$ cat src/rtl/mem_port_arbiter_pkg.sv
// Shared definitions for the unified-memory port arbiter: FSM state
// encodings, grant owner identifiers, abort data word and counter width.
package mem_port_arbiter_pkg;

   typedef enum logic [1:0] {
      S_IDLE = 2'd0,
      S_IF   = 2'd1,
      S_DM   = 2'd2
   } arb_state_e;

   typedef enum logic {
      GNT_IF = 1'b0,
      GNT_DM = 1'b1
   } grant_e;

   localparam logic [31:0] ERR_WORD = 32'hDEADBEEF;
   localparam int          CNT_W    = 8;

endpackage

$ cat src/rtl/mem_port_arbiter_timer.sv
// Per-transaction wait counter. Cleared on grant and on every exit from a
// wait state, so it never wraps; expired_o flags the last allowed wait cycle.
module mem_arb_timer
   import mem_port_arbiter_pkg::*;
#(
   parameter int TIMEOUT = 16
) (
   input  logic clk,
   input  logic rst,
   input  logic clr_i,
   input  logic inc_i,
   output logic expired_o
);

   logic [CNT_W-1:0] cnt_q;

   // Count wait cycles; clear has priority over increment.
   // NOTE: state registers use non-blocking assignments so every flop samples pre-edge values.
   always_ff @(posedge clk or posedge rst) begin
      if (rst) begin
         cnt_q <= '0;
      end else if (clr_i) begin
         cnt_q <= '0;
      end else if (inc_i) begin
         cnt_q <= cnt_q + 1'b1;
      end
   end

   assign expired_o = (cnt_q == CNT_W'(TIMEOUT - 1));

endmodule

$ cat src/rtl/mem_port_arbiter.sv
// Shares one single-port memory between instruction fetch and data access.
// Registered grant FSM with alternating priority under contention, a
// per-transaction timeout that returns ERR_WORD with bus_err, and a
// combinational stall that holds the pipeline while a requester waits.
module mem_port_arbiter
   import mem_port_arbiter_pkg::*;
#(
   parameter int AW      = 32,
   parameter int DW      = 32,
   parameter int TIMEOUT = 16
) (
   input  logic            clk,
   input  logic            rst,
   input  logic            if_req,
   input  logic [AW-1:0]   if_addr,
   output logic            if_ack,
   output logic [DW-1:0]   if_rdata,
   input  logic            dm_req,
   input  logic            dm_we,
   input  logic [DW/8-1:0] dm_be,
   input  logic [AW-1:0]   dm_addr,
   input  logic [DW-1:0]   dm_wdata,
   output logic            dm_ack,
   output logic [DW-1:0]   dm_rdata,
   output logic            mem_req,
   output logic            mem_we,
   output logic [DW/8-1:0] mem_be,
   output logic [AW-1:0]   mem_addr,
   output logic [DW-1:0]   mem_wdata,
   input  logic [DW-1:0]   mem_rdata,
   input  logic            mem_ack,
   output logic            stall,
   output logic            bus_err
);

   localparam int BW = DW / 8;

   arb_state_e      state_q, state_d;
   grant_e          last_grant_q, last_grant_d;
   logic            mem_req_q, mem_req_d;
   logic            mem_we_q, mem_we_d;
   logic [BW-1:0]   mem_be_q, mem_be_d;
   logic [AW-1:0]   mem_addr_q, mem_addr_d;
   logic [DW-1:0]   mem_wdata_q, mem_wdata_d;

   logic            tmr_clr, tmr_inc, expired;
   logic            in_wait, done, timed_out;
   logic [DW-1:0]   rsp_data;

   mem_arb_timer #(.TIMEOUT(TIMEOUT)) u_timer (
      .clk       (clk),
      .rst       (rst),
      .clr_i     (tmr_clr),
      .inc_i     (tmr_inc),
      .expired_o (expired)
   );

   // State, grant history and the registered memory command.
   always_ff @(posedge clk or posedge rst) begin
      if (rst) begin
         state_q      <= S_IDLE;
         last_grant_q <= GNT_IF;
         mem_req_q    <= 1'b0;
         mem_we_q     <= 1'b0;
         mem_be_q     <= '0;
         mem_addr_q   <= '0;
         mem_wdata_q  <= '0;
      end else begin
         state_q      <= state_d;
         last_grant_q <= last_grant_d;
         mem_req_q    <= mem_req_d;
         mem_we_q     <= mem_we_d;
         mem_be_q     <= mem_be_d;
         mem_addr_q   <= mem_addr_d;
         mem_wdata_q  <= mem_wdata_d;
      end
   end

   // Next-state: grant from IDLE (alternating on contention), finish a
   // wait on memory ack or on timeout, otherwise keep counting.
   // NOTE: every signal gets its default first so no path infers a latch.
   always_comb begin
      state_d      = state_q;
      last_grant_d = last_grant_q;
      mem_req_d    = mem_req_q;
      mem_we_d     = mem_we_q;
      mem_be_d     = mem_be_q;
      mem_addr_d   = mem_addr_q;
      mem_wdata_d  = mem_wdata_q;
      tmr_clr      = 1'b0;
      tmr_inc      = 1'b0;
      unique case (state_q)
         S_IDLE: begin
            if (dm_req && (!if_req || last_grant_q == GNT_IF)) begin
               state_d      = S_DM;
               last_grant_d = GNT_DM;
               mem_req_d    = 1'b1;
               mem_we_d     = dm_we;
               mem_be_d     = dm_be;
               mem_addr_d   = dm_addr;
               mem_wdata_d  = dm_wdata;
               tmr_clr      = 1'b1;
            end else if (if_req) begin
               state_d      = S_IF;
               last_grant_d = GNT_IF;
               mem_req_d    = 1'b1;
               mem_we_d     = 1'b0;
               mem_be_d     = '1;
               mem_addr_d   = if_addr;
               mem_wdata_d  = '0;
               tmr_clr      = 1'b1;
            end
         end
         S_IF, S_DM: begin
            if (mem_ack || expired) begin
               state_d   = S_IDLE;
               mem_req_d = 1'b0;
               tmr_clr   = 1'b1;
            end else begin
               tmr_inc   = 1'b1;
            end
         end
         default: begin
            state_d   = S_IDLE;
            mem_req_d = 1'b0;
            tmr_clr   = 1'b1;
         end
      endcase
   end

   // Completion decode: memory ack beats the timeout in the same cycle.
   always_comb begin
      in_wait   = (state_q == S_IF) || (state_q == S_DM);
      done      = in_wait && (mem_ack || expired);
      timed_out = in_wait && !mem_ack && expired;
      rsp_data  = mem_ack ? mem_rdata : DW'(ERR_WORD);
      if_ack    = done && (state_q == S_IF);
      dm_ack    = done && (state_q == S_DM);
      if_rdata  = if_ack ? rsp_data : '0;
      dm_rdata  = dm_ack ? rsp_data : '0;
      bus_err   = timed_out;
      stall     = (if_req && !if_ack) || (dm_req && !dm_ack);
   end

   assign mem_req   = mem_req_q;
   assign mem_we    = mem_we_q;
   assign mem_be    = mem_be_q;
   assign mem_addr  = mem_addr_q;
   assign mem_wdata = mem_wdata_q;

endmodule

$ cat config.mk
export PLATFORM = sky130hd
export DESIGN_NAME = mem_port_arbiter
export DESIGN_NICKNAME = d
export VERILOG_FILES = /design/src/rtl/mem_port_arbiter_pkg.sv /design/src/rtl/mem_port_arbiter_timer.sv /design/src/rtl/mem_port_arbiter.sv
export SDC_FILE = /design/constraint.sdc
export NUM_CORES = 1
export LEC_CHECK = 0
export BUFFER_PORTS_ARGS = -buffer_cell sky130_fd_sc_hd__buf_2
export CORE_AREA = 2 2 109 111
export CTS_CLUSTER_DIAMETER = 50
export CTS_CLUSTER_SIZE = 8
export DETAILED_ROUTE_END_ITERATION = 10
export DIE_AREA = 0 0 111 113
export PLACE_DENSITY = 0.84
export SLEW_MARGIN = 20
export SYNTH_ARGS = -nofsm -noshare
export SYNTH_HDL_FRONTEND = slang
export SYNTH_SLANG_ARGS = --single-unit
$ cat constraint.sdc
create_clock -name clk -period 2.7 [get_ports clk]
set_input_delay 0.54 -clock clk [delete_from_list [all_inputs] [get_ports clk]]
set_output_delay 0.54 -clock clk [all_outputs]
set_load 0.01 [all_outputs]
Yosys cells after proc, flatten, opt, wreduce, memory -nomap -nowiden
Cells that the tools add are included.
W data, S select, Z words.
Cells by class
  add/subtract/negate cells: 1
  equality and inequality tests: 5
  mux-type cells: 28
  bitwise logic cells: 1
  reductions and logical operators: 22
Operators by type and width (number)
  $mux W32: 7
  $mux W8: 2
  $mux W1: 11
  $add A8 B1 Y8 const B: 1
  $eq A8 B4 Y1 const B: 1
  $logic_and A1 B1 Y1: 8
  $mux W4: 2
  $mux W2: 3
  $logic_not A1 Y1: 4
  $logic_or A1 B1 Y1: 4
  $pmux W1 S2: 2
  $pmux W2 S2: 1
  $reduce_and A2 Y1: 2
  $reduce_bool A2 Y1: 2
  $ne A3 B3 Y1 const B: 1
  $eq A2 B1 Y1 const B: 1
  $eq A2 B2 Y1 const B: 1
  $logic_not A2 Y1: 1
  $ne A2 B2 Y1 const B: 1
  $reduce_or A2 Y1: 1
  $not A1 Y1: 1
Storage, ports and cells
  register bits after elaboration: 81
  bits of input ports: 138
  output and inout port bits: 138
  word-level logic and storage cells: 65

Logic depth before layout (Yosys ltp)
Gate-level depths: netlist (run 1).
  depth in word-level cells: 7
  gate-level depth with buffers: 8
  gate-level depth less buffers: 6

Hierarchy
Synthesis (run 1) repeated with hierarchy kept, for this count alone.
Second synthesis, totals
  cells, all modules: 439
  area total of the unflattened synthesis: 3897.5 sq um
Modules (own cells, without submodules)
  mem_port_arbiter: instances 1, cells each 399, area each 3489.6 sq um, sequential area each 1826.8 sq um
  mem_arb_timer: instances 1, cells each 40, area each 407.9 sq um, sequential area each 200.2 sq um

Worst setup path after synthesis (run 1)
OpenSTA, ideal clock, no wires.
  path kind: flip-flop to output port
  start: reg u_timer.cnt_q[4]
  end: out dm_rdata[22]
  arrival: 1.449 ns
  setup slack: 0.711 ns
  stages on the path, launching flop included: 6
  buffers on the path: 1
  cells stage by stage: dfrtp_1 > nor4_4 > a21o_4 > nand3_2 > buf_2 > nor2_1
Between the ends
  cells in the longest elaborated chain, start to end: 5
Ends and longest elaborated chain
  start: declaration: RTL line mem_port_arbiter_timer.sv:15  | logic [CNT_W-1:0] cnt_q;
  start signal: assignment: RTL line mem_port_arbiter_timer.sv:25  | cnt_q <= cnt_q + 1'b1;
  $eq A8 B4 Y1: RTL line mem_port_arbiter_timer.sv:29  | assign expired_o = (cnt_q == CNT_W'(TIMEOUT - 1));
  $logic_or A1 B1 Y1: RTL line mem_port_arbiter.sv:134  | done = in_wait && (mem_ack || expired);
  $logic_and A1 B1 Y1: RTL line mem_port_arbiter.sv:134
  $logic_and A1 B1 Y1: RTL line mem_port_arbiter.sv:138  | dm_ack = done && (state_q == S_DM);
  $mux W32: RTL line mem_port_arbiter.sv:140  | dm_rdata = dm_ack ? rsp_data : '0;
  end: declaration: RTL line mem_port_arbiter.sv:24  | output logic [DW-1:0] dm_rdata,
Every way passes these cells.

Final worst setup path (run 1)
  start: reg u_timer.cnt_q[0]
  end: out if_rdata[19]
Between the ends
  cells in the longest elaborated chain, start to end: 5
Ends and longest elaborated chain
  $eq A8 B4 Y1: RTL line mem_port_arbiter_timer.sv:29
  $logic_or A1 B1 Y1: RTL line mem_port_arbiter.sv:134
  $logic_and A1 B1 Y1: RTL line mem_port_arbiter.sv:134
  $logic_and A1 B1 Y1: RTL line mem_port_arbiter.sv:137  | if_ack = done && (state_q == S_IF);
  $mux W32: RTL line mem_port_arbiter.sv:139  | if_rdata = if_ack ? rsp_data : '0;
  end: declaration: RTL line mem_port_arbiter.sv:17  | output logic [DW-1:0] if_rdata,
Every way passes these cells.

==> results.txt, run 1 <==
----------------------------------------------------
[Status]
  Result of the run ... finished, final reports clean

[Pwr]
  Max rail drop VDD ... 0.462 mV
  Power per unit of standard cell area ... 984 nW/um2
  Leakage power ... 3.23 nW

[Clock tree]
  Register clock-pin slew on the reported worst setup and hold paths ... 0.06 ns
  Total setup buffers inserted after CTS ... 0
  Clock tree root driver cell ... sky130_fd_sc_hd__clkbuf_16
  Source-to-sink clock delay at the later pin of the worst-skew pair ... 0.33 ns
  Number of buffers on the longest clock path ... 2
  TritonCTS clock tree ... built
  H-tree depth ... 3
  Number of buffers added by the clock tree synthesis step ... 9
  Number of resized instances in the post-cts repair step ... 0
  Hold_buf cts ... 0
  CTS Sinks ... 81

[Logic synthesis]
  Area share of the leading cell type in the synthesized netlist ... 51.3%
  Number of enable flip-flop cells after synthesis ... 0
  Largest family of logic cells by synthesized area ... simple AND/OR/NAND/NOR gates
  Basic-gate share of the synthesized area counting and, or, nand and nor cells ... 17.9%
  Most used flip-flop cell after synthesis ... sky130_fd_sc_hd__dfrtp_1
  Net count after synthesis ... 544
  Top cells by area in the synthesized netlist ... sky130_fd_sc_hd__dfrtp_1, sky130_fd_sc_hd__mux2i_1, sky130_fd_sc_hd__a22o_1
  Mapped Avg Cell Area ... 9.86 um2
  Synth Area in Compound Gates ... 16.0%
  Post-Syn Area ... 3950 um2
  Synthesized instance count ... 401
  Multiplexer fraction of the synthesized cell area ... 8.36%
  Yosys warnings ... 0
  Post-Synth Adder-Cell Area ... 1.58%
  Share of synthesized area occupied by flip-flops and latches ... 51.3%
  Post-synth cell types ... 37
  Xor/xnor share of the synthesized area ... 0.886%
  Cell type with the largest total area after synthesis ... sky130_fd_sc_hd__dfrtp_1
  Post-synthesis register bit count ... 81
  Asr flop ratio synth ... 100%

[Layout]
  Area Overhead vs Synth ... 46.0%
  Multi-input combinational cell area ... 1780 um2
  Post-Layout Cell Count ... 815
  Fill cells ... 1061
  Number of nets at the end of the flow ... 810
  Diodes inserted ... 0
  Total area of sequential cells ... 2030 um2
  Fraction of final layout cells with drive strength greater than 1 ... 46.4%

[Place]
  IO buf count ... 275
  HPWL reported at the end of detailed placement ... 9940 um
  Count of placed standard cells including taps ... 799
  Weighted congestion at the end of routability-driven global placement ... 1.03

[Job]
  Maximum Capacitance Violations ... 0

[Route]
  Drt via density ... 4.73
  Vias after detailed routing ... 3857
  Wire length per cell after detailed routing ... 15.4 um
  Detailed-router iteration count before antenna repair ... 4
  Number of remaining DRC errors ... 0
  Number of nets with antenna violations after routing ... 0
  DRT Wirelength ... 12500 um
  Count of routing violations after the opening detailed-route iteration ... 175

[STA]
  Unrepaired setup endpoints after global routing ... no
  Max Fclk ... 396 MHz
  Final Cycle Share ... 93.5%
  Max Clock Skew ... 0.00746 ns
  Max-slew violation count ... 0
  Final setup vio count ... 0
  Final setup TNS ... 0 ns
  Final hold violations ... 0
  Transition at the pin with the smallest max-transition slack ... 0.668 ns
  Relative slew slack ... 55.4%
  Clock period minus worst slack ... 2.52 ns

[Critical path]
  Slack of the worst reg-to-reg path ... 0.82 ns
  Worst endpoint data arrival time ... 1.98 ns
  Critical path buffer and inverter count ... 2
  Max FO, Critical Path ... 33
  Type of the worst setup path ... reg2out
  Biggest cell delay along the critical path ... 0.41 ns
  Cells on worst reg2reg path ... 6
  Critical Path Slowest Stage Cell ... sky130_fd_sc_hd__dfrtp_1
  CP top delay family ... flip-flops
  Cells along the critical path ... ha_1 -> and3_4 -> a21o_4 -> nand3_2 -> buf_6 -> nor2_1 -> buf_2
  Path length in cells of the critical path ... 7
  Data required time at the worst endpoint ... 2.16 ns
  Sort of element at the start of the critical path ... register
  Sort of element at the end of the critical path ... primary output

[Floorplanning]
  Initial standard-cell utilization of the core ... 35.1%
  Full die area ... 12500 um2
  IO Count ... 276
  Die Width ... 111 um
  Core Region ... 11300 um2
  Vert. Die Dim ... 113 um
  Floorplan row count ... 39

[Global routing]
  Initial antenna violation count ... 0
  Met1 demand-to-capacity share in global routing ... 22.2%
  Global-route wire length before repair ... 19400 um
  Fraction of met2 tracks used by global routing ... 34.7%
  Pin count of the biggest net entering global routing ... 89
  Global route hottest layer ... met2
  Global routing usage summed across all routing layers ... 19.6%
  GRT overflow ... 0
  Routing usage on met3 ... 5.25%
  Vias in the first global route ... 3726

[Hold path]
  Worst Hold Class ... in2async

----------------------------------------------------
==> cells by family after synthesis <==
| family | Yosys count |
|---|---|
| AOI/OAI and AO/OA | 87 |
| muxes | 33 |
| xor gates and xnor gates | 4 |
| adders and majority gates | 5 |
| and+or+nand+nor | 155 |
| DFF | 81 |
| buffers and inverters | 36 |
==> path summary, 6_finish.rpt <==
kind	from	end
min	rst	mem_wdata[19]
max reg2reg	state_q[0]	u_timer.cnt_q[1]
min in group clk	dm_wdata[9]	mem_wdata[9]
max	u_timer.cnt_q[0]	if_rdata[19]
min reg2reg	mem_addr[24]	mem_addr[24]
max in group asynchronous	rst	mem_wdata[5]
==> power by group <==
| group | internal, W | total [W] | switching [W] |
|---|---|---|---|
| registers | 0.00177 | 0.00207 | 0.000303 |
| clock network | 0.000630 | 0.00113 | 0.000496 |
| logic | 0.00106 | 0.00248 | 0.00142 |
==> synthesized netlist by cell type, types with 3 or more instances <==
master                     count
sky130_fd_sc_hd__o21ai_1      31
sky130_fd_sc_hd__inv_1         6
sky130_fd_sc_hd__mux2i_1      33
sky130_fd_sc_hd__o22a_1        5
sky130_fd_sc_hd__a21oi_1       5
sky130_fd_sc_hd__xnor2_1       3
sky130_fd_sc_hd__nor2b_1      25
sky130_fd_sc_hd__nor2_1       71
sky130_fd_sc_hd__a22o_1       34
sky130_fd_sc_hd__dfrtp_1      81
sky130_fd_sc_hd__ha_1          5
sky130_fd_sc_hd__o21ai_0       3
sky130_fd_sc_hd__buf_2        15
sky130_fd_sc_hd__clkbuf_1     11
sky130_fd_sc_hd__nand2_1      45
==> layout make-up <==
cell class              count  share of cell area, %
flip-flops and latches     81                   35.1
inverters                   8                  0.542
well taps                 143                   3.10
repair buffers            283                   25.5
clock inverters             7                  0.976
multi-input cells         284                   30.9
clock buffers               9                   3.90
==> layer usage <==
| metal | up-vias | wire, um | share of wire [%] |
|---|---|---|---|
| li1 | 1907 | - | - |
| met1 | 1743 | 4900 | 39 |
| met2 | 185 | 6330 | 51 |
| met3 | 22 | 937 | 7.5 |
| met4 | 0 | 347 | 2.8 |
| met5 | - | 0 | 0 |
==> stage by stage <==
stage	setup slack [ns]	cell area (um2)	hold slack [ns]	total power, W	util, %
2_1_floorplan	0.0799	3950	0.490	0.00351	-
3_3_place_gp	0.493	5480	0.458	0.00451	48.6
3_5_place_dp	0.455	5480	0.470	0.00459	48.6
4_1_cts	0.0918	5760	0.302	0.00574	51.1
5_1_grt	0.0670	5770	0.340	0.00609	51.2
6_report	0.176	5770	0.280	0.00568	51.2
==> flip-flops by register name, summed over array words and instances, names as in the netlist <==
| signal | flops |
|---|---|
| mem_wdata | 32 |
| mem_addr | 32 |
| last_grant_q | 1 |
| mem_we | 1 |
| mem_be | 4 |
| mem_req | 1 |
| state_q | 2 |
| u_timer.cnt_q | 8 |
==> cell usage in the layout (no fill, tap or decap), types with 3 or more instances in the layout <==
master	count
sky130_fd_sc_hd__dfrtp_1	81
sky130_fd_sc_hd__o21ai_1	30
sky130_fd_sc_hd__a21oi_1	5
sky130_fd_sc_hd__buf_2	275
sky130_fd_sc_hd__xnor2_1	3
sky130_fd_sc_hd__nand2_1	45
sky130_fd_sc_hd__mux2i_1	33
sky130_fd_sc_hd__a22o_1	34
sky130_fd_sc_hd__nor2_1	71
sky130_fd_sc_hd__nor2b_1	25
sky130_fd_sc_hd__ha_1	5
sky130_fd_sc_hd__clkinvlp_4	3
sky130_fd_sc_hd__o21ai_0	3
sky130_fd_sc_hd__o22a_1	5
sky130_fd_sc_hd__clkbuf_16	9
sky130_fd_sc_hd__inv_1	5
sky130_fd_sc_hd__buf_4	4
Note: power is estimated with default switching activity, not from simulation.
==> run 2: changes to the inputs <==
Settings changed: CAP_MARGIN set to 20, CELL_PAD_IN_SITES_DETAIL_PLACEMENT set to 1, CELL_PAD_IN_SITES_GLOBAL_PLACEMENT set to 2, CORE_AREA 2 2 109 111 to not set, CORE_UTILIZATION set to 20, DIE_AREA 0 0 111 113 to not set, PLACE_DENSITY 0.84 to 0.88.
==> run 2 against run 1 <==
Combinational power increased by 2%. Fmax decreased by 1.5%. Worst hold slack got worse by 0.023 ns. Critical path type unchanged. Highest routed layer is now met5. Largest cell class unchanged. Global-route usage down 6.5 points.
==> results.txt, run 2 (synthesis results as in run 1) <==
----------------------------------------------------
[Clock tree]
  H-tree depth ... 3
  Hold_buf cts ... 0
  CTS Sinks ... 81
  Total setup buffers inserted after CTS ... 0
  Number of buffers on the longest clock path ... 2
  Source-to-sink clock delay at the later pin of the worst-skew pair ... 0.34 ns
  Number of buffers added by the clock tree synthesis step ... 9
  Number of resized instances in the post-cts repair step ... 0
  Register clock-pin slew on the reported worst setup and hold paths ... 0.06 ns
  TritonCTS clock tree ... built
  Clock tree root driver cell ... sky130_fd_sc_hd__clkbuf_16

[Layout]
  Most common cell after layout, fill and taps aside ... sky130_fd_sc_hd__buf_2
  Fraction of final layout cells with drive strength greater than 1 ... 46.4%
  Diodes inserted ... 0
  Post-route cell area ... 5970 um2
  Number of nets at the end of the flow ... 813
  Area Overhead vs Synth ... 51.1%
  Most used cells in the layout excluding fill and tap cells ... sky130_fd_sc_hd__buf_2, sky130_fd_sc_hd__dfrtp_1, sky130_fd_sc_hd__nor2_1, sky130_fd_sc_hd__nand2_1, sky130_fd_sc_hd__a22o_1
  Fill cells ... 2404

[Pwr]
  Overall power of the completed layout ... 0.00582 W
  Max rail drop VDD ... 0.412 mV
  Leakage power ... 3.27 nW
  Power per unit of standard cell area ... 975 nW/um2

[Route]
  Count of routing violations after the opening detailed-route iteration ... 52
  Wire length per cell after detailed routing ... 14.4 um
  Detailed-router iteration count before antenna repair ... 4
  Number of nets with antenna violations after routing ... 0
  Drt via density ... 4.22
  Number of remaining DRC errors ... 0
  DRT Wirelength ... 13500 um
  Vias after detailed routing ... 3969

[STA]
  Unrepaired setup endpoints after global routing ... no
  Final Cycle Share ... 94.9%
  Clock period minus worst slack ... 2.56 ns
  Final hold violations ... 0
  Max-slew violation count ... 0
  Relative slew slack ... 56.5%
  Final setup vio count ... 0
  Max Fclk ... 390 MHz
  Final worst slack ... 0.137 ns
  Transition at the pin with the smallest max-transition slack ... 0.652 ns
  Final setup TNS ... 0 ns
  Max Clock Skew ... 0.00409 ns

[Floorplanning]
  Die Width ... 143 um
  IO Count ... 276
  Vert. Die Dim ... 143 um
  Floorplan row count ... 51
  Full die area ... 20300 um2
  Core Region ... 19400 um2
  Initial standard-cell utilization of the core ... 20.4%

[Global routing]
  Vias in the first global route ... 3927
  Global routing usage summed across all routing layers ... 13.1%
  Pin count of the biggest net entering global routing ... 41
  GRT overflow ... 0
  Global-route wire length before repair ... 20400 um
  Initial antenna violation count ... 1

[Status]
  Result of the run ... finished, final reports clean

[Place]
  Worst setup timing slack at the placement stage ... 0.472 ns
  Placement Cell Area ... 5680 um2
  IO buf count ... 275
  Weighted congestion at the end of routability-driven global placement ... 0.726
  HPWL reported at the end of detailed placement ... 10400 um

[Critical path]
  Data required time at the worst endpoint ... 2.16 ns
  Reg2reg end ... u_timer.cnt_q[1]
  Type of the worst setup path ... reg2out
  Cells on worst reg2reg path ... 6
  Max FO, Critical Path ... 34
  Sort of element at the start of the critical path ... register
  Sort of element at the end of the critical path ... primary output
  Slack of the worst reg-to-reg path ... 0.80 ns
  Worst endpoint data arrival time ... 2.02 ns
  Startpoint of the worst register-to-register path ... state_q[1]

[Hold path]
  Worst Hold Class ... in2async

[Job]
  Maximum Capacitance Violations ... 0

----------------------------------------------------
run 2: cell count changes in the layout (fill, tap and decap cells not counted), sizes merged:
cell and change:
buf +3, bufinv +1, clkbuf +2, clkinvlp -2
inv -1
run 2: worst max-delay path by stage:
| stage | start | end | slack [ns] | cells past startpoint |
|---|---|---|---|---|
| floorplan | rst | last_grant_q | 0.08 | 1 |
| global placement | u_timer.cnt_q[4] | stall | 0.52 | 6 |
| detailed placement | u_timer.cnt_q[4] | stall | 0.47 | 6 |
| CTS | u_timer.cnt_q[4] | stall | 0.08 | 6 |
| global route | u_timer.cnt_q[7] | stall | 0.008 | 6 |
| finish | u_timer.cnt_q[7] | stall | 0.14 | 6 |
run 2: per-stage QoR:
step                hold slack [ns]  std cells  util (%)
global route                  0.311        940      30.8
floorplan                     0.490        401         -
finish                        0.256        940      30.8
detailed placement            0.470        924      29.3
global placement              0.459        924      29.3
CTS                           0.278        940      30.8
run 2: routing by layer:
| layer | track usage (%) | wire length [um] | up-vias |
|---|---|---|---|
| met4 | 5.55 | 268 | 2 |
| met1 | 14.6 | 5460 | 1836 |
| li1 | - | - | 1901 |
| met3 | 5.11 | 1470 | 20 |
| met2 | 22.3 | 6280 | 210 |
| met5 | 0 | 17 | - |
run 2: final cells by class:
cell class              instances  area (um2)  area share [%]
clock buffers                  11         233            3.90
multi-input cells             284        1780            29.9
well taps                     265         332            5.55
inverters                       8        31.3           0.524
repair buffers                286        1510            25.3
flip-flops and latches         81        2030            33.9
clock inverters                 5        56.3           0.943
run 2: critical path, cell delays in order, from the launching register on:
cell and delay, ns:
sky130_fd_sc_hd__dfrtp_1 0.43, sky130_fd_sc_hd__nor4_4 0.40, sky130_fd_sc_hd__a21o_4 0.20, sky130_fd_sc_hd__nand3_2 0.10, sky130_fd_sc_hd__buf_12 0.19, sky130_fd_sc_hd__a22o_1 0.23, sky130_fd_sc_hd__buf_2 0.13
run 2: where the power goes:
part           internal (W)  switching [W]  total [W]
sequential          0.00177       0.000301    0.00207
combinational       0.00108        0.00144    0.00252
clock              0.000716       0.000515    0.00123
==> run 3: changes to the inputs <==
Settings changed: ABC_AREA set to 1, CORE_MARGIN set to 4, GPL_ROUTABILITY_DRIVEN set to 0, PLACE_DENSITY 0.88 to 0.9.
==> run 3 against run 2 <==
Via count increased by 12%. Flip-flop and latch count unchanged. Wire length increased by 19%. Cell count increased by 10%. Register-to-register slack got worse by 0.08 ns. Clock power about the same. Synthesized area increased by 4.6%. Sequential power decreased by 5%. Synthesized cell count increased by 24%. Die area increased by 13%. Critical path depth increased by 2. Critical path type unchanged. Critical endpoint is now if_rdata[6]. Highest routed layer is now met4.
==> results.txt, run 3 <==
----------------------------------------------------
[Status]
  Result of the run ... finished, final reports clean

[Logic synthesis]
  Top cells by area in the synthesized netlist ... sky130_fd_sc_hd__dfrtp_1, sky130_fd_sc_hd__o21ai_0, sky130_fd_sc_hd__a22o_1
  Mapped Avg Cell Area ... 8.33 um2
  Synthesized instance count ... 496
  Area share of the leading cell type in the synthesized netlist ... 49.0%
  Post-synthesis register bit count ... 81
  Net count after synthesis ... 639
  Number of enable flip-flop cells after synthesis ... 0
  Share of synthesized area occupied by flip-flops and latches ... 49.0%
  Asr flop ratio synth ... 100%
  Yosys warnings ... 0
  Cell type with the largest total area after synthesis ... sky130_fd_sc_hd__dfrtp_1
  Post-Syn Area ... 4130 um2
  Post-synth cell types ... 27
  Most used flip-flop cell after synthesis ... sky130_fd_sc_hd__dfrtp_1
  Most common cell in the synthesized netlist ... sky130_fd_sc_hd__dfrtp_1
  Most common library cells after synthesis ... sky130_fd_sc_hd__dfrtp_1, sky130_fd_sc_hd__nand2_1, sky130_fd_sc_hd__o21ai_0

[STA]
  Final Cycle Share ... 96.1%
  Max Fclk ... 386 MHz
  Clock period minus worst slack ... 2.59 ns
  Transition at the pin with the smallest max-transition slack ... 0.660 ns
  Relative slew slack ... 56.0%
  Unrepaired setup endpoints after global routing ... yes
  Final setup vio count ... 0
  Final hold violations ... 0
  Max-slew violation count ... 0
  Max Clock Skew ... 0.00951 ns

[Clock tree]
  Number of buffers on the longest clock path ... 2
  TritonCTS clock tree ... built
  H-tree depth ... 3
  Hold_buf cts ... 0
  Register clock-pin slew on the reported worst setup and hold paths ... 0.07 ns
  Clock tree root driver cell ... sky130_fd_sc_hd__clkbuf_16
  Number of buffers added by the clock tree synthesis step ... 9
  CTS Sinks ... 81
  Source-to-sink clock delay at the later pin of the worst-skew pair ... 0.34 ns

[Global routing]
  Vias in the first global route ... 4619
  Pin count of the biggest net entering global routing ... 65
  GRT overflow ... 0
  Initial antenna violation count ... 0
  Global routing usage summed across all routing layers ... 13.4%
  Global-route wire length before repair ... 24500 um

[Route]
  Number of nets with antenna violations after routing ... 0
  Detailed-router iteration count before antenna repair ... 4
  Vias after detailed routing ... 4449
  Drt via density ... 4.30
  DRT Wirelength ... 16100 um
  Wire length per cell after detailed routing ... 15.5 um
  Number of remaining DRC errors ... 0
  Count of routing violations after the opening detailed-route iteration ... 111

[Critical path]
  Cells along the critical path ... ha_4 -> nand3_2 -> nor2_2 -> nor2_4 -> nor2_4 -> nand2_8 -> a21oi_1 -> buf_2
  Reg2reg end ... u_timer.cnt_q[4]
  Type of the worst setup path ... reg2out
  Data required time at the worst endpoint ... 2.16 ns
  Startpoint of the worst register-to-register path ... state_q[0]
  Biggest cell delay along the critical path ... 0.44 ns
  Sort of element at the start of the critical path ... register
  Worst endpoint data arrival time ... 2.05 ns
  Slack of the worst reg-to-reg path ... 0.72 ns
  Cells on worst reg2reg path ... 8
  Sort of element at the end of the critical path ... primary output
  Critical Path Slowest Stage Cell ... sky130_fd_sc_hd__dfrtp_1
  Cell repeated most along the worst path ... sky130_fd_sc_hd__nor2_4
  Max FO, Critical Path ... 25

[Floorplanning]
  Floorplan row count ... 52
  IO Count ... 276
  Full die area ... 23000 um2
  Initial standard-cell utilization of the core ... 20.4%
  Vert. Die Dim ... 152 um
  Core Region ... 20300 um2
  Die Width ... 152 um

[Layout]
  Number of nets at the end of the flow ... 903
  Area Overhead vs Synth ... 48.7%
  Most common cell after layout, fill and taps aside ... sky130_fd_sc_hd__buf_2
  Most used cells in the layout excluding fill and tap cells ... sky130_fd_sc_hd__buf_2, sky130_fd_sc_hd__dfrtp_1, sky130_fd_sc_hd__nand2_1, sky130_fd_sc_hd__o21ai_0, sky130_fd_sc_hd__inv_1
  Post-Layout Cell Count ... 1035
  Diodes inserted ... 0
  Finished Core Util ... 30.3%
  Fraction of final layout cells with drive strength greater than 1 ... 42.1%

[Pwr]
  Internal cell power ... 0.00330 W
  Power per unit of standard cell area ... 914 nW/um2
  Fraction of power spent switching nets ... 41.2%
  Overall power of the completed layout ... 0.00562 W
  Max rail drop VDD ... 0.358 mV
  Net Switching ... 0.00232 W
  Sequential Power Share ... 35.0%
  Leakage power ... 3.48 nW
  Clk pwr share ... 21.7%
  Logic gate share of total power ... 43.3%

[Job]
  Maximum Capacitance Violations ... 0

[Hold path]
  Worst Hold Class ... in2async

[Place]
  HPWL reported at the end of detailed placement ... 12300 um
  IO buf count ... 275
  Count of placed standard cells including taps ... 1017

----------------------------------------------------
[run 3: cell count changes in the layout (fill, tap and decap cells not counted), moves of 4 or more]
cell and change:
sky130_fd_sc_hd__nor2b_1 -25, sky130_fd_sc_hd__nand3_1 +25, sky130_fd_sc_hd__mux2i_1 -33, sky130_fd_sc_hd__nand4_1 +8
sky130_fd_sc_hd__inv_1 +56, sky130_fd_sc_hd__nor2_4 +5, sky130_fd_sc_hd__a21oi_1 +41, sky130_fd_sc_hd__a21oi_2 +4
sky130_fd_sc_hd__nand2_1 +22, sky130_fd_sc_hd__nor2_1 -29, sky130_fd_sc_hd__o21ai_0 +61, sky130_fd_sc_hd__o21ai_1 -30
[run 3: power by group through the flow]
| stage | combinational [W] | sequential, W | clock (W) |
|---|---|---|---|
| final | 0.00243 | 0.00197 | 0.00122 |
| after detailed placement | 0.00246 | 0.00198 | 0 |
| after global placement | 0.00242 | 0.00196 | 0 |
| after global routing | 0.00270 | 0.00203 | 0.00133 |
| after floorplan | 0.00114 | 0.00218 | 0 |
| after CTS | 0.00246 | 0.00197 | 0.00128 |
[run 3: metrics by stage]
stage / instance area [um2] / setup WS, ns / hold WS (ns) / TNS [ns]
final: 6150 / 0.106 / 0.265 / 0
after global placement: 5780 / 0.417 / 0.462 / 0
after global routing: 6150 / -0.0124 / 0.311 / -0.0124
after detailed placement: 5780 / 0.390 / 0.468 / 0
after floorplan: 4130 / 0.0799 / 0.470 / 0
after CTS: 6070 / 0.0109 / 0.274 / 0
[run 3: logic make-up (layout without fill, tap and decap cells)]
group	Yosys count	after routing	share of synthesized area (%)
flops	81	81	49.0
xor+xnor	2	2	0.424
buf+inv	97	365	9.84
simple gates	157	158	16.9
fa+ha+maj	5	5	1.51
compound gates	154	154	22.2
[run 3: area by class of cell]
type / count / area (um2)
Inverter: 65 / 245
Multi-Input combinational cell: 319 / 1770
Sequential cell: 81 / 2030
Timing Repair Buffer: 284 / 1470
Tap cell: 270 / 338
Fill cell: 2514 / 14200
Clock buffer: 10 / 239
Clock inverter: 6 / 56.3
[run 3: worst max path at each step]
| stage | start | to | slack [ns] | cells after the start |
|---|---|---|---|---|
| 2_1_floorplan | rst | last_grant_q | 0.08 | 1 |
| 3_3_place_gp | u_timer.cnt_q[0] | if_rdata[31] | 0.42 | 8 |
| 3_5_place_dp | u_timer.cnt_q[0] | if_rdata[31] | 0.39 | 8 |
| 4_1_cts | u_timer.cnt_q[0] | if_rdata[31] | 0.01 | 8 |
| 5_1_grt | u_timer.cnt_q[0] | if_rdata[13] | -0.01 | 8 |
| 6_report | u_timer.cnt_q[0] | if_rdata[6] | 0.11 | 8 |
[run 3: repair_timing]
action                                 CTS  global route
endpoints found under the hold margin    0             0
buffers inserted                         0             1
setup endpoints to repair                0            63
resized for setup                        0            11
[run 3: worst max-delay path, delay by kind of cell, from the launching register on]
family / cells / cell delay [ns]
AOI/OAI and AO/OA: 1 / 0.19
adders and majority gates: 1 / 0.19
buffers and inverters: 1 / 0.16
DFF: 1 / 0.44
and+or+nand+nor: 5 / 0.74
[run 3: routing by layer]
| metal | part of all wire (%) | global-route usage [%] |
|---|---|---|
| met3 | 8.1 | 4.31 |
| met1 | 39 | 15.2 |
| met2 | 52 | 24.2 |
| met5 | 0 | 0 |
| met4 | 1.2 | 3.59 |
